$ cat config.mk
export PLATFORM = sky130hd
export DESIGN_NAME = sdram_cpu_seq
export DESIGN_NICKNAME = d
export VERILOG_FILES = /design/src/rtl/sdram_cpu_seq.sv
export SDC_FILE = /design/constraint.sdc
export NUM_CORES = 1
export LEC_CHECK = 0
export ABC_AREA = 1
export CORE_MARGIN = 1
export CORE_UTILIZATION = 55
export CTS_CLUSTER_DIAMETER = 120
export CTS_CLUSTER_SIZE = 24
export DETAILED_ROUTE_END_ITERATION = 7
export DONT_BUFFER_PORTS = 1
export GPL_ROUTABILITY_DRIVEN = 0
export PLACE_DENSITY = 0.85
export SYNTH_ARGS = -nofsm -noshare
export SYNTH_HDL_FRONTEND = slang
export SYNTH_SLANG_ARGS = --single-unit
$ cat constraint.sdc
create_clock -name clk -period 1.25 [get_ports clk]
set_input_delay 0.3125 -clock clk [delete_from_list [all_inputs] [get_ports clk]]
set_output_delay 0.3125 -clock clk [all_outputs]
set_load 0.02 [all_outputs]
$ cat src/rtl/sdram_cpu_seq.sv
// CPU-side request sequencer for the 6-state SDRAM cycle controller: turns a level
// req/ack handshake into slot-aligned oe/we strobes. Optional: SDRAM_CPU_SEQ_POSTED_WRITE_EN.
module sdram_cpu_seq #(
  parameter int SLOT_CLKS = 6,
  parameter int CNT_W     = 4
) (
  input  logic        clk,
  input  logic        init,
  input  logic        cpu_req,
  input  logic        cpu_we,
  input  logic [24:0] cpu_addr,
  input  logic [7:0]  cpu_din,
  output logic [7:0]  cpu_dout,
  output logic        cpu_ack,
  output logic        busy,
  output logic        sd_oe,
  output logic        sd_we,
  output logic [24:0] sd_addr,
  output logic [7:0]  sd_din,
  input  logic [7:0]  sd_dout
);

  typedef enum logic [1:0] {IDLE, STROBE, RELEASE, CAPTURE} state_t;

  // Each phase lasts SLOT_CLKS+1 clocks so it always spans one controller q==0 sample.
  localparam logic [CNT_W-1:0] LAST = CNT_W'(SLOT_CLKS);

  state_t           state;
  logic [CNT_W-1:0] cnt;
  logic             op;

  always_ff @(posedge clk) begin
    if (init) begin
      state    <= IDLE;
      cnt      <= '0;
      op       <= 1'b0;
      sd_oe    <= 1'b0;
      sd_we    <= 1'b0;
      cpu_ack  <= 1'b0;
      busy     <= 1'b0;
      cpu_dout <= 8'h00;
      sd_addr  <= '0;
      sd_din   <= '0;
    end else begin
      cpu_ack <= 1'b0;
      cnt     <= cnt + CNT_W'(1);
      case (state)
        IDLE: begin
          sd_oe <= 1'b0;
          sd_we <= 1'b0;
          if (cpu_req) begin
            sd_addr <= cpu_addr;
            sd_din  <= cpu_din;
            op      <= cpu_we;
            busy    <= 1'b1;
            cnt     <= '0;
            state   <= STROBE;
          end
        end
        STROBE: begin
          sd_oe <= ~op;
          sd_we <= op;
`ifdef SDRAM_CPU_SEQ_POSTED_WRITE_EN
          // Posted write: release the CPU on the first strobe clock, keep running.
          if (op && cnt == '0) cpu_ack <= 1'b1;
`endif
          if (cnt == LAST) begin
            cnt   <= '0;
            state <= RELEASE;
          end
        end
        RELEASE: begin
          sd_oe <= 1'b0;
          sd_we <= 1'b0;
          if (cnt == LAST) begin
            cnt   <= '0;
            state <= CAPTURE;
          end
        end
        CAPTURE: begin
          if (!op) cpu_dout <= sd_dout;
`ifdef SDRAM_CPU_SEQ_POSTED_WRITE_EN
          cpu_ack <= ~op;
`else
          cpu_ack <= 1'b1;
`endif
          busy  <= 1'b0;
          cnt   <= '0;
          state <= IDLE;
        end
        default: begin
          sd_oe <= 1'b0;
          sd_we <= 1'b0;
          busy  <= 1'b0;
          cnt   <= '0;
          state <= IDLE;
        end
      endcase
    end
  end

endmodule
==> impl_metrics.json <==
{
  "min_period_over_period_pct": 98.0,
  "ys_types": 19,
  "relSlewSlack_pct": 82.1,
  "final_util_pct": 64.9,
  "synth_area_mm2": 0.00195,
  "grt-ovfl-total": 0,
  "cts-root-buf": "clkbuf_4",
  "crit_fanout": 4,
  "synth_area_per_cell_um2": 7.97,
  "drive_above_1_share_pct": 14.3,
  "setup_viol": 0,
  "max_cap_violations": 0,
  "synth_cells": 245,
  "grt_pass1_vias": 1232,
  "diodes": 0,
  "dp_hpwl_um": 2600,
  "reg2reg_depth": 7,
  "syn-num-nets": 297,
  "worstSetupStartpointType": "flop",
  "place_ws_ns": -0.0658,
  "die_y_um": 61.6,
  "hold_ws_ns": 0.0911,
  "hp-start": "sd_dout[2]",
  "die-area_mm2": 0.00379,
  "hp-class": "input pin to flop",
  "r2r-start": "state[0]",
  "yosys_warnings": 0,
  "layout_common_cells": "87 x nor2_1, 49 x dfxtp_1, 23 x o21ai_1",
  "area_growth_pct": 11.8,
  "ys_ff_latch": 52,
  "die_x_um": 61.6,
  "worst_pin_slew_ns": 0.267,
  "critPathKind": "flop to flop",
  "seq_area_frac_synth_pct": 53.3,
  "required_ns": 1.54,
  "rsz0062_at_grt": "true",
  "dp.cells": 286,
  "fin_nets": 302,
  "pin_count": 90,
  "vias": 1549,
  "power_leakage_nw": 0.907,
  "clk_path_buf_depth": 2,
  "crit_top_cell": "inv_2",
  "htreeDepth": 2,
  "post-route-drc-count": 0,
  "slew_violations": 0,
  "grt_usage_pct": 19.4,
  "cpMaxStageDelayCell": "dfxtp_2",
  "portBuffers": 0,
  "slowest_delay_ns": 0.36,
  "r2r_slack_ns": 0.03,
  "cts_tree": "built",
  "skew_ns": 0.00696,
  "postCtsSetupRepairBufs": 0,
  "numCtsBuffers": 5,
  "fill_cells": 302,
  "layout_commonest_cell": "nor2_1",
  "fin_crit_ns": 1.22,
  "final_cells": 297,
  "clock_latency_ns": 0.35,
  "peakVddDrop_mv": 1.18,
  "power.density_mw_per_mm2": 2390,
  "placementRows": 21,
  "core_mm2": 0.00336,
  "via_per_inst": 5.22,
  "status": "completed",
  "grt_max_degree": 36,
  "hold_viol_final": 0,
  "path_cells": "inv_2, ha_4, inv_2, nor2_2, a21oi_1, buf_4, nor3_4",
  "antenna_left": 0,
  "holdPathEnd": "cpu_dout[2]",
  "reg2reg_to": "cnt[1]",
  "start_util_pct": 58.1,
  "clk_pin_slew_ns": 0.14,
  "hold_depth": 2,
  "clock-sinks": 52,
  "antenna_found_initial": 0,
  "drt_pass1_iterations": 4,
  "grt_pass1_wl_um": 5320,
  "drt_iter0_drc": 101,
  "drt-wirelength-per-cell_um": 13.6,
  "arrival_ns": 1.52,
  "wirelength_um": 4050,
  "layout_setup_ws_ns": 0.0256,
  "cp-end-kind": "flop",
  "max_freq_mhz": 817
}
[through the flow]
step	TNS (ns)	total power [mW]	area, µm²
after global routing	-0.0210	5.60	2180
after floorplan	0	3.85	1950
after global placement	-0.213	4.12	2000
final	0	5.22	2180
after detailed placement	-0.476	4.17	2000
after CTS	0	4.96	2080
[state kept, by name (all words and copies together) (netlist names)]
signal and flops:
sd_we 1, sd_addr 25, sd_din 8, sd_oe 1
cnt 4, cpu_dout 8, cpu_ack 1, state 2
op 1, busy 1
[power breakdown]
part           switching (mW)  internal [mW]  total (mW)
combinational            1.04          0.680        1.72
clock                   0.490          0.277       0.767
sequential              0.673           2.07        2.74
[worst max-delay path: cells and delay by family, from the launching register on]
| kind | cells | cell delay [ns] |
|---|---|---|
| flops | 1 | 0.36 |
| buf+inv | 3 | 0.25 |
| fa+ha+maj | 1 | 0.25 |
| simple gates | 2 | 0.25 |
| compound gates | 1 | 0.07 |
[worst max path at each step]
stage                  start           to  slack [ns]
finish              state[0]       cnt[1]        0.03
global route        state[0]       cnt[1]       -0.02
CTS                 state[0]  cpu_dout[7]       0.004
detailed placement  state[0]  cpu_dout[5]       -0.07
global placement    state[0]  cpu_dout[7]       -0.03
floorplan           state[0]  sd_addr[15]        0.02
[cells by family after synthesis]
logic type      count (synthesis)  synth area share, %
xor+xnor                        1                0.449
compound gates                 52                 13.3
simple gates                  107                 21.5
buf+inv                        26                 6.92
flops                          52                 53.3
fa+ha+maj                       7                 4.48
[synth_stat cells]
cell      number  area share, %
nor2_4         1           0.58
o21ai_1       22            5.6
nand2_1        9            1.7
nand2_2        1           0.32
ha_1           7            4.5
buf_2          4            1.0
inv_1         13            2.5
nor2_1        89             17
buf_4          2           0.77
o21ai_0       23            5.9
nor3_1         4            1.0
clkbuf_1       2           0.38
nand3_1        3           0.77
inv_2          1           0.19
dfxtp_1       52             53
buf_6          3            1.7
xnor2_1        1           0.45
inv_4          1           0.32
a21oi_1        7            1.8
[cell type report]
class	instances	area, µm²	area share, %
Clock inverter	1	7.51	0.344
Clock buffer	7	55.1	2.52
Sequential cell	52	1040	47.9
Timing Repair Buffer	8	105	4.81
Tap cell	46	57.6	2.64
Inverter	15	66.3	3.04
Multi-Input combinational cell	168	847	38.8
[per-layer routing]
layer,part of all wire (%),track usage [%]
met1,41,21.6
met4,1.1,7.62
met5,0,0
met2,49,33.5
met3,8.7,7.35
[repair_timing]
action / 4_1_cts / 5_1_grt
hold endpoints to repair: 0 / 4
setup endpoints to repair: 33 / 42
pin swaps: 1 / 4
gates cloned: 1 / 1
gates resized for setup: 5 / 20
hold buffers: 0 / 1
(Power assumes the default switching activity.)
